==> src/rtl/lsb.sv <==
// lsb -- load/store buffer for the out-of-order core.
//
// Holds load/store micro-ops in program order in a circular FIFO. While queued, each entry
// resolves its register operands by snooping the RS result bus (cdb_*) and the ROB commit
// broadcast (upd_*). The head entry is issued, one access at a time, to the memory
// controller. Loads return (tag, data) to the ROB; stores wait for an explicit ROB commit
// notice before they issue. A clear flush drops every uncommitted entry.
//
// Ports:
//   clk_in, rst_in (async, active-low)  clock and reset
//   rdy_in                              global enable; low freezes all state and outputs
//   clear                               ROB flush pulse
//   dec_*                               dispatch of one op (operand ready/tag/value, imm)
//   cdb_*, upd_*                        result broadcasts (cdb wins on a tag tie)
//   commit_valid/commit_tag             marks a queued store as committed
//   mem_req/we/addr/wdata/width         request to memory, held until mem_done
//   mem_done/mem_rdata                  completion pulse and raw right-aligned load data
//   lsb_full                            registered back-pressure (one cycle of slack)
//   rob_valid/rob_tag/rob_data          load-completion pulse to the ROB
module lsb #(
  parameter int unsigned LSB_WIDTH = 3,
  parameter int unsigned LSB_SIZE  = 8,
  parameter int unsigned ROB_WIDTH = 4
) (
  input  logic                 clk_in,
  input  logic                 rst_in,
  input  logic                 rdy_in,
  input  logic                 clear,
  input  logic                 dec_valid,
  input  logic                 dec_store,
  input  logic [2:0]           dec_funct3,
  input  logic [ROB_WIDTH-1:0] dec_tag,
  input  logic                 dec_qj_rdy,
  input  logic [ROB_WIDTH-1:0] dec_qj_tag,
  input  logic [31:0]          dec_vj,
  input  logic                 dec_qk_rdy,
  input  logic [ROB_WIDTH-1:0] dec_qk_tag,
  input  logic [31:0]          dec_vk,
  input  logic [31:0]          dec_imm,
  input  logic                 cdb_valid,
  input  logic [ROB_WIDTH-1:0] cdb_tag,
  input  logic [31:0]          cdb_data,
  input  logic                 upd_valid,
  input  logic [ROB_WIDTH-1:0] upd_tag,
  input  logic [31:0]          upd_data,
  input  logic                 commit_valid,
  input  logic [ROB_WIDTH-1:0] commit_tag,
  input  logic                 mem_done,
  input  logic [31:0]          mem_rdata,
  output logic                 mem_req,
  output logic                 mem_we,
  output logic [31:0]          mem_addr,
  output logic [31:0]          mem_wdata,
  output logic [1:0]           mem_width,
  output logic                 lsb_full,
  output logic                 rob_valid,
  output logic [ROB_WIDTH-1:0] rob_tag,
  output logic [31:0]          rob_data
);

  localparam int unsigned CW = LSB_WIDTH + 1;

  typedef enum logic [1:0] {StIdle, StBusy, StDrain} state_e;

  state_e               r_state;
  logic [LSB_WIDTH-1:0] r_head;
  logic [LSB_WIDTH-1:0] r_tail;
  logic [CW-1:0]        r_count;

  // Per-entry storage
  logic [LSB_SIZE-1:0]  r_valid;
  logic [LSB_SIZE-1:0]  r_store;
  logic [LSB_SIZE-1:0]  r_qj_rdy;
  logic [LSB_SIZE-1:0]  r_qk_rdy;
  logic [LSB_SIZE-1:0]  r_committed;
  logic [2:0]           r_funct3 [LSB_SIZE];
  logic [ROB_WIDTH-1:0] r_tag    [LSB_SIZE];
  logic [ROB_WIDTH-1:0] r_qj_tag [LSB_SIZE];
  logic [ROB_WIDTH-1:0] r_qk_tag [LSB_SIZE];
  logic [31:0]          r_vj     [LSB_SIZE];
  logic [31:0]          r_vk     [LSB_SIZE];
  logic [31:0]          r_imm    [LSB_SIZE];

  // Registered outputs
  logic                 r_mem_req;
  logic                 r_mem_we;
  logic [31:0]          r_mem_addr;
  logic [31:0]          r_mem_wdata;
  logic [1:0]           r_mem_width;
  logic                 r_lsb_full;
  logic                 r_rob_valid;
  logic [ROB_WIDTH-1:0] r_rob_tag;
  logic [31:0]          r_rob_data;

  logic                 w_issuable;
  logic                 w_issue;
  logic                 w_pop;
  logic                 w_push;
  logic                 w_dec_qj_rdy;
  logic [31:0]          w_dec_vj;
  logic                 w_dec_qk_rdy;
  logic [31:0]          w_dec_vk;
  logic [LSB_WIDTH-1:0] w_base;
  logic [CW-1:0]        w_remain;
  logic [CW-1:0]        w_ccnt;
  logic                 w_run;
  logic [LSB_WIDTH-1:0] w_idx;
  logic [LSB_WIDTH-1:0] w_off;
  logic [LSB_SIZE-1:0]  w_keep;
  logic [CW-1:0]        w_count_nxt;

  function automatic logic [31:0] f_ext(input logic [2:0] f3, input logic [31:0] d);
    case (f3)
      3'b000:  f_ext = {{24{d[7]}}, d[7:0]};
      3'b001:  f_ext = {{16{d[15]}}, d[15:0]};
      3'b100:  f_ext = {24'h0, d[7:0]};
      3'b101:  f_ext = {16'h0, d[15:0]};
      default: f_ext = d;
    endcase
  endfunction

  always_comb begin
    w_issuable = r_valid[r_head] && r_qj_rdy[r_head] &&
                 (!r_store[r_head] || (r_qk_rdy[r_head] && r_committed[r_head]));
    // A load at the head is being flushed this cycle, so it must not start.
    w_issue    = w_issuable && !(clear && !r_store[r_head]);
    w_pop      = (r_state == StBusy) && mem_done;
    w_push     = dec_valid && !clear;
  end

  // Operands of the op being dispatched, including a same-cycle broadcast.
  always_comb begin
    w_dec_qj_rdy = dec_qj_rdy;
    w_dec_vj     = dec_vj;
    if (!dec_qj_rdy) begin
      if (cdb_valid && cdb_tag == dec_qj_tag) begin
        w_dec_qj_rdy = 1'b1;
        w_dec_vj     = cdb_data;
      end else if (upd_valid && upd_tag == dec_qj_tag) begin
        w_dec_qj_rdy = 1'b1;
        w_dec_vj     = upd_data;
      end
    end
    w_dec_qk_rdy = dec_qk_rdy;
    w_dec_vk     = dec_vk;
    if (!dec_store) begin
      w_dec_qk_rdy = 1'b1;
    end else if (!dec_qk_rdy) begin
      if (cdb_valid && cdb_tag == dec_qk_tag) begin
        w_dec_qk_rdy = 1'b1;
        w_dec_vk     = cdb_data;
      end else if (upd_valid && upd_tag == dec_qk_tag) begin
        w_dec_qk_rdy = 1'b1;
        w_dec_vk     = upd_data;
      end
    end
  end

  // Committed stores form a prefix from the (post-pop) head; count it for clear.
  always_comb begin
    w_base   = r_head + LSB_WIDTH'(w_pop);
    w_remain = r_count - CW'(w_pop);
    w_ccnt   = '0;
    w_run    = 1'b1;
    w_idx    = '0;
    w_off    = '0;
    for (int i = 0; i < LSB_SIZE; i++) begin
      w_idx = w_base + LSB_WIDTH'(i);
      if (w_run && CW'(i) < w_remain && r_valid[w_idx] && r_store[w_idx] &&
          r_committed[w_idx]) begin
        w_ccnt = w_ccnt + CW'(1);
      end else begin
        w_run = 1'b0;
      end
    end
    for (int j = 0; j < LSB_SIZE; j++) begin
      w_off     = LSB_WIDTH'(j) - w_base;
      w_keep[j] = {1'b0, w_off} < w_ccnt;
    end
    if (clear) begin
      w_count_nxt = w_ccnt;
    end else begin
      w_count_nxt = r_count + CW'(w_push) - CW'(w_pop);
    end
  end

  always_ff @(posedge clk_in or negedge rst_in) begin
    if (!rst_in) begin
      r_state     <= StIdle;
      r_head      <= '0;
      r_tail      <= '0;
      r_count     <= '0;
      r_valid     <= '0;
      r_store     <= '0;
      r_qj_rdy    <= '0;
      r_qk_rdy    <= '0;
      r_committed <= '0;
      for (int i = 0; i < LSB_SIZE; i++) begin
        r_funct3[i] <= '0;
        r_tag[i]    <= '0;
        r_qj_tag[i] <= '0;
        r_qk_tag[i] <= '0;
        r_vj[i]     <= '0;
        r_vk[i]     <= '0;
        r_imm[i]    <= '0;
      end
      r_mem_req   <= 1'b0;
      r_mem_we    <= 1'b0;
      r_mem_addr  <= '0;
      r_mem_wdata <= '0;
      r_mem_width <= '0;
      r_lsb_full  <= 1'b0;
      r_rob_valid <= 1'b0;
      r_rob_tag   <= '0;
      r_rob_data  <= '0;
    end else if (rdy_in) begin
      r_rob_valid <= 1'b0;

      // Operand snooping and store commit on queued entries
      for (int i = 0; i < LSB_SIZE; i++) begin
        if (r_valid[i]) begin
          if (!r_qj_rdy[i]) begin
            if (cdb_valid && cdb_tag == r_qj_tag[i]) begin
              r_qj_rdy[i] <= 1'b1;
              r_vj[i]     <= cdb_data;
            end else if (upd_valid && upd_tag == r_qj_tag[i]) begin
              r_qj_rdy[i] <= 1'b1;
              r_vj[i]     <= upd_data;
            end
          end
          if (!r_qk_rdy[i]) begin
            if (cdb_valid && cdb_tag == r_qk_tag[i]) begin
              r_qk_rdy[i] <= 1'b1;
              r_vk[i]     <= cdb_data;
            end else if (upd_valid && upd_tag == r_qk_tag[i]) begin
              r_qk_rdy[i] <= 1'b1;
              r_vk[i]     <= upd_data;
            end
          end
          if (commit_valid && r_store[i] && r_tag[i] == commit_tag) begin
            r_committed[i] <= 1'b1;
          end
        end
      end

      case (r_state)
        StIdle: begin
          if (w_issue) begin
            r_mem_req   <= 1'b1;
            r_mem_we    <= r_store[r_head];
            r_mem_addr  <= r_vj[r_head] + r_imm[r_head];
            r_mem_wdata <= r_vk[r_head];
            r_mem_width <= r_funct3[r_head][1:0];
            r_state     <= StBusy;
          end
        end
        StBusy: begin
          if (mem_done) begin
            r_mem_req <= 1'b0;
            r_state   <= StIdle;
            if (!r_store[r_head] && !clear) begin
              r_rob_valid <= 1'b1;
              r_rob_tag   <= r_tag[r_head];
              r_rob_data  <= f_ext(r_funct3[r_head], mem_rdata);
            end
          end else if (clear && !r_store[r_head]) begin
            // The load's entry goes away now; its response is still owed.
            r_state <= StDrain;
          end
        end
        StDrain: begin
          if (mem_done) begin
            r_mem_req <= 1'b0;
            r_state   <= StIdle;
          end
        end
        default: r_state <= StIdle;
      endcase

      if (w_pop) begin
        r_valid[r_head] <= 1'b0;
      end

      if (w_push) begin
        r_valid[r_tail]     <= 1'b1;
        r_store[r_tail]     <= dec_store;
        r_funct3[r_tail]    <= dec_funct3;
        r_tag[r_tail]       <= dec_tag;
        r_qj_rdy[r_tail]    <= w_dec_qj_rdy;
        r_qj_tag[r_tail]    <= dec_qj_tag;
        r_vj[r_tail]        <= w_dec_vj;
        r_qk_rdy[r_tail]    <= w_dec_qk_rdy;
        r_qk_tag[r_tail]    <= dec_qk_tag;
        r_vk[r_tail]        <= w_dec_vk;
        r_imm[r_tail]       <= dec_imm;
        r_committed[r_tail] <= 1'b0;
      end

      r_head <= w_base;
      if (clear) begin
        r_valid <= r_valid & w_keep;
        r_tail  <= w_base + LSB_WIDTH'(w_ccnt);
      end else begin
        r_tail  <= r_tail + LSB_WIDTH'(w_push);
      end
      r_count    <= w_count_nxt;
      r_lsb_full <= (32'(w_count_nxt) + 32'd2) >= LSB_SIZE;
    end
  end

  assign mem_req   = r_mem_req;
  assign mem_we    = r_mem_we;
  assign mem_addr  = r_mem_addr;
  assign mem_wdata = r_mem_wdata;
  assign mem_width = r_mem_width;
  assign lsb_full  = r_lsb_full;
  assign rob_valid = r_rob_valid;
  assign rob_tag   = r_rob_tag;
  assign rob_data  = r_rob_data;

endmodule

==> config.mk <==
export PLATFORM = sky130hd
export DESIGN_NAME = lsb
export DESIGN_NICKNAME = d
export VERILOG_FILES = /design/src/rtl/lsb.sv
export SDC_FILE = /design/constraint.sdc
export NUM_CORES = 2
export LEC_CHECK = 0
export CAP_MARGIN = 20
export CORE_MARGIN = 1.5
export CORE_UTILIZATION = 35
export DETAILED_ROUTE_END_ITERATION = 10
export PLACE_DENSITY = 0.54
export SETUP_SLACK_MARGIN = 0.5
export SYNTH_ARGS = -nofsm -noshare
export SYNTH_HDL_FRONTEND = slang
export SYNTH_SLANG_ARGS = --single-unit
==> constraint.sdc <==
create_clock -name clk_in -period 19.1 [get_ports clk_in]
set_input_delay 3.82 -clock clk_in [delete_from_list [all_inputs] [get_ports clk_in]]
set_output_delay 3.82 -clock clk_in [all_outputs]
set_load 0.01 [all_outputs]
==> impl_summary.md <==
Run status
The flow ran to the end, and the final reports show no timing, DRC or antenna violations.

Logic synthesis
Counting every instance in the synthesized netlist gives 6,919. Dividing the synthesized area by the synthesized cell count gives 8.86 µm². The predominant post-synthesis flop cell is sky130_fd_sc_hd__dfrtp_1. The cell area after synthesis is 61,300 µm². The count of flip-flops with a built-in enable after synthesis is 0.

The number of nets in the synthesized netlist is 7,220. The number of different library cells in the post-synthesis netlist is 75. The flip-flop and latch count after synthesis is 1,046. For this run, asynchronously set or reset flops after synthesis account for 1.00. The number of warnings printed during yosys synthesis is 0. The part of the Yosys area used for sequential elements is 0.427.

Floorplanning
The floorplan step set the die width to 421 µm. The number of top-level design ports is 337. For this configuration, the core starts out at a cell density of 0.353. The cell row count is 153.

The vertical die dimension is 421 µm. The floorplan step defined a die boundary enclosing 178,000 µm². The region available for standard cell placement spans 174,000 µm².

Clocking
The H-tree generated during clock tree synthesis spans 3 levels. The longest clock path from root to sink contains 3 buffers. The clock reaches the later pin of the worst-skew pair after 0.78 ns.

The number of buffers inserted by post-CTS setup repair is 0. The total clock buffers created by CTS is 121. The root buffer cell chosen for the clock tree is sky130_fd_sc_hd__clkbuf_16. Once the clock tree was built, the resizer swapped 0 gates to a different size.

The number of sinks driven by the clock tree is 1,046. The number of buffers added to fix hold violations after cts is 0. The register clock-pin slew on the reported worst setup and hold paths is 0.06 ns. The clock tree from TritonCTS is yes.

Setup path
The number of buffers and inverters on the critical path is 8. The worst setup path is launched from an input pin. The type of the worst setup path is in2reg. For this design, the slowest cell found on the critical path is sky130_fd_sc_hd__ha_1. In this design, the stage delay of the slowest critical-path cell is 0.52 ns. The depth of the critical timing path with buffers and inverters included is 42.

The arrival time reported for the critical path endpoint is 12.10 ns. The cell with the most instances on the worst path is sky130_fd_sc_hd__ha_1. The maximum fanout count along the critical path is 9. For the worst setup path, the data required time is 19.72 ns. The family with the most delay on the worst path is adder cells. The nature of the critical path endpoint is a register. The number of cells on the worst reg-to-reg path is 43.

Global routing
The via count of the first global-routing pass is 55.9k. The initial antenna violation count was 22. The maximum number of pins on one net before global-route repair is 172.

The total overflow left after global routing is 0. In the global route stage, overall resource usage came out at 0.293. The first global-routing pass estimated 392,000 µm of wire.

Final layout
The final layout net count is 7,189. The share of layout cells above drive strength 1 is 0.112. The final core utilization is 0.409. The finished layout holds 9,319 standard cells, fillers aside.

The area added between synthesis and finish is 16.0%. The finished cells cover 71,100 µm².

STA
The time the worst path needs with I/O delays and setup is 11.47 ns. The number of endpoints with negative hold slack in the final report is 0. The final setup slack of the worst path is 7.63 ns. The share of the clock period used by the worst path after layout is 0.601. The final count of pins violating max slew is 0. The total negative setup slack is 0 ns.

The actual slew at the worst max-slew pin is 1.20 ns. Setup repair after global routing left no endpoint under its margin. The number of setup violations in the final report is 0. The achievable frequency is 87.2 MHz.

Final hold analysis gives a worst-case slack of 0.474 ns. Measured against its own limit, the worst slew margin works out to 0.200. The worst-case clock skew is 0.0499 ns.

Pwr
The reported leakage power is 28.8 nW. Power comes to 10.6 mW. VDD sags by at most 0.189 mV. The power density over the cells is 149 nW/µm².

Routing
In the final routed layout, each cell accounts on average for 29.0 µm. For this run, design rule violations remaining after detail routing come to 0. The number of violations reported at the end of detailed-routing iteration 0 is 7,145. Detailed routing inserted a total of 57.6k vias.

Dividing the detail-routed via count by the number of cells gives 6.18. The number of iterations in the first detailed-routing pass is 8. The routed design has 270,000 µm of wire.

Once detail routing completed, the nets flagged for antenna violations numbered 0.

Placed design
Before CTS, the worst setup slack after placement is 6.55 ns. Summing all placed instances gives a cell area of 66,900 µm². Once detailed placement completed, the half-perimeter wirelength came to 154,000 µm. Once placement completed, the tool counted placed cells totaling 9,088. The count of input and output buffers is 336.

The weighted congestion reported at the end of routability-driven placement is 0.875.

Hold path
The class of the tightest hold or removal check is reg2reg. The depth of the worst hold-timing path is 2.

Flow run
The tool flagged a number of max-cap violations equal to 0.
## placed cells by master (no fill, tap or decap), types with 80 or more instances in the layout
master,count
sky130_fd_sc_hd__nand2_1,557
sky130_fd_sc_hd__a22oi_1,414
sky130_fd_sc_hd__xnor2_1,80
sky130_fd_sc_hd__nor2_1,797
sky130_fd_sc_hd__buf_4,164
sky130_fd_sc_hd__a21oi_1,632
sky130_fd_sc_hd__nand3_1,352
sky130_fd_sc_hd__mux2_2,307
sky130_fd_sc_hd__dfrtp_1,1046
sky130_fd_sc_hd__clkdlybuf4s50_1,333
sky130_fd_sc_hd__mux2i_1,470
sky130_fd_sc_hd__o21ai_0,575
sky130_fd_sc_hd__clkbuf_16,122
sky130_fd_sc_hd__xor2_1,132
## state kept, by name (all words and copies together) (netlist names), 8 cells and up
register     cells
r_qk_tag        32
mem_wdata       32
r_vj           256
r_qk_rdy         8
r_qj_tag        32
r_funct3        24
r_committed      8
r_store          8
r_tag           32
r_valid          8
mem_addr        32
r_imm          256
r_vk           256
r_qj_rdy         8
rob_data        32
## cell families after synthesis
family                   count (synthesis)  synth area share
AO/OA/AOI/OAI                         2054             0.203
XOR/XNOR                               215            0.0314
adder cells (fa/ha/maj)                 70            0.0147
buffers and inverters                  739            0.0456
flip-flops                            1046             0.427
multiplexers                           787             0.137
AND/OR/NAND/NOR                       2008             0.141
## routing by layer
metal / GRT usage / wire (µm) / vias up
li1: - / - / 24700
met1: 0.380 / 108000 / 28900
met2: 0.459 / 121000 / 3237
met3: 0.0617 / 25400 / 743
met4: 0.152 / 14600 / 16
met5: 0 / 110 / -
## worst register-to-register path, delay by kind of cell (launching register included)
| family | cells | cell delay, ns |
|---|---|---|
| adder cells (fa/ha/maj) | 11 | 3.23 |
| AO/OA/AOI/OAI | 12 | 1.56 |
| AND/OR/NAND/NOR | 10 | 1.51 |
| buffers and inverters | 8 | 1.22 |
| multiplexers | 2 | 0.52 |
| flip-flops | 1 | 0.36 |
## cell usage after synthesis, types with 36 or more instances
master                        n  area share
sky130_fd_sc_hd__nor2_1     826       0.051
sky130_fd_sc_hd__a22oi_1    414       0.051
sky130_fd_sc_hd__a221oi_1    44      0.0063
sky130_fd_sc_hd__a31oi_1     48      0.0049
sky130_fd_sc_hd__mux2_2     307       0.056
sky130_fd_sc_hd__xor2_1     132       0.019
sky130_fd_sc_hd__inv_1       67      0.0041
sky130_fd_sc_hd__nand4_1     72      0.0073
sky130_fd_sc_hd__o22ai_1     64      0.0065
sky130_fd_sc_hd__nor4_1      36      0.0037
sky130_fd_sc_hd__ha_1        67       0.014
sky130_fd_sc_hd__nand2_1    572       0.035
sky130_fd_sc_hd__o21ai_0    575       0.047
sky130_fd_sc_hd__buf_1       72      0.0044
sky130_fd_sc_hd__a21o_1      54      0.0066
sky130_fd_sc_hd__dfrtp_1   1046        0.43
sky130_fd_sc_hd__clkbuf_1   577       0.035
sky130_fd_sc_hd__a21oi_1    632       0.052
sky130_fd_sc_hd__o22a_1      54      0.0077
sky130_fd_sc_hd__nand3_1    355       0.029
sky130_fd_sc_hd__mux2i_1    470       0.077
sky130_fd_sc_hd__a22o_1      48      0.0069
sky130_fd_sc_hd__xnor2_1     80       0.011
## where the power goes
group          switching (mW)  internal [mW]  total [mW]
Clock                    1.03           1.46        2.49
Combinational            2.63           1.65        4.28
Sequential              0.636           3.19        3.83
Total                    4.29           6.31        10.6
## worst paths after layout
check / from / to / slack, ns
setup / recovery: mem_done / lsb_full / 7.63
hold / removal: r_imm[160] / r_imm[160] / 0.47
setup reg to reg: r_state[1] / lsb_full / 10.57
hold reg to reg: r_imm[160] / r_imm[160] / 0.47
max in group asynchronous: rst_in / r_vk[14] / 12.79
min in group asynchronous: rst_in / r_imm[52] / 3.12
## area by class of cell
class                           count  area, µm²
Clock inverter                     46        659
Antenna cell                       11       27.5
Multi-Input combinational cell   5134      32800
Timing Repair Buffer              510       4770
Fill cell                       17300     103000
Tap cell                         2325       2910
Inverter                           75        284
Clock buffer                      172       3520
Sequential cell                  1046      26200
No activity file was read; power rests on OpenSTA's default activity.
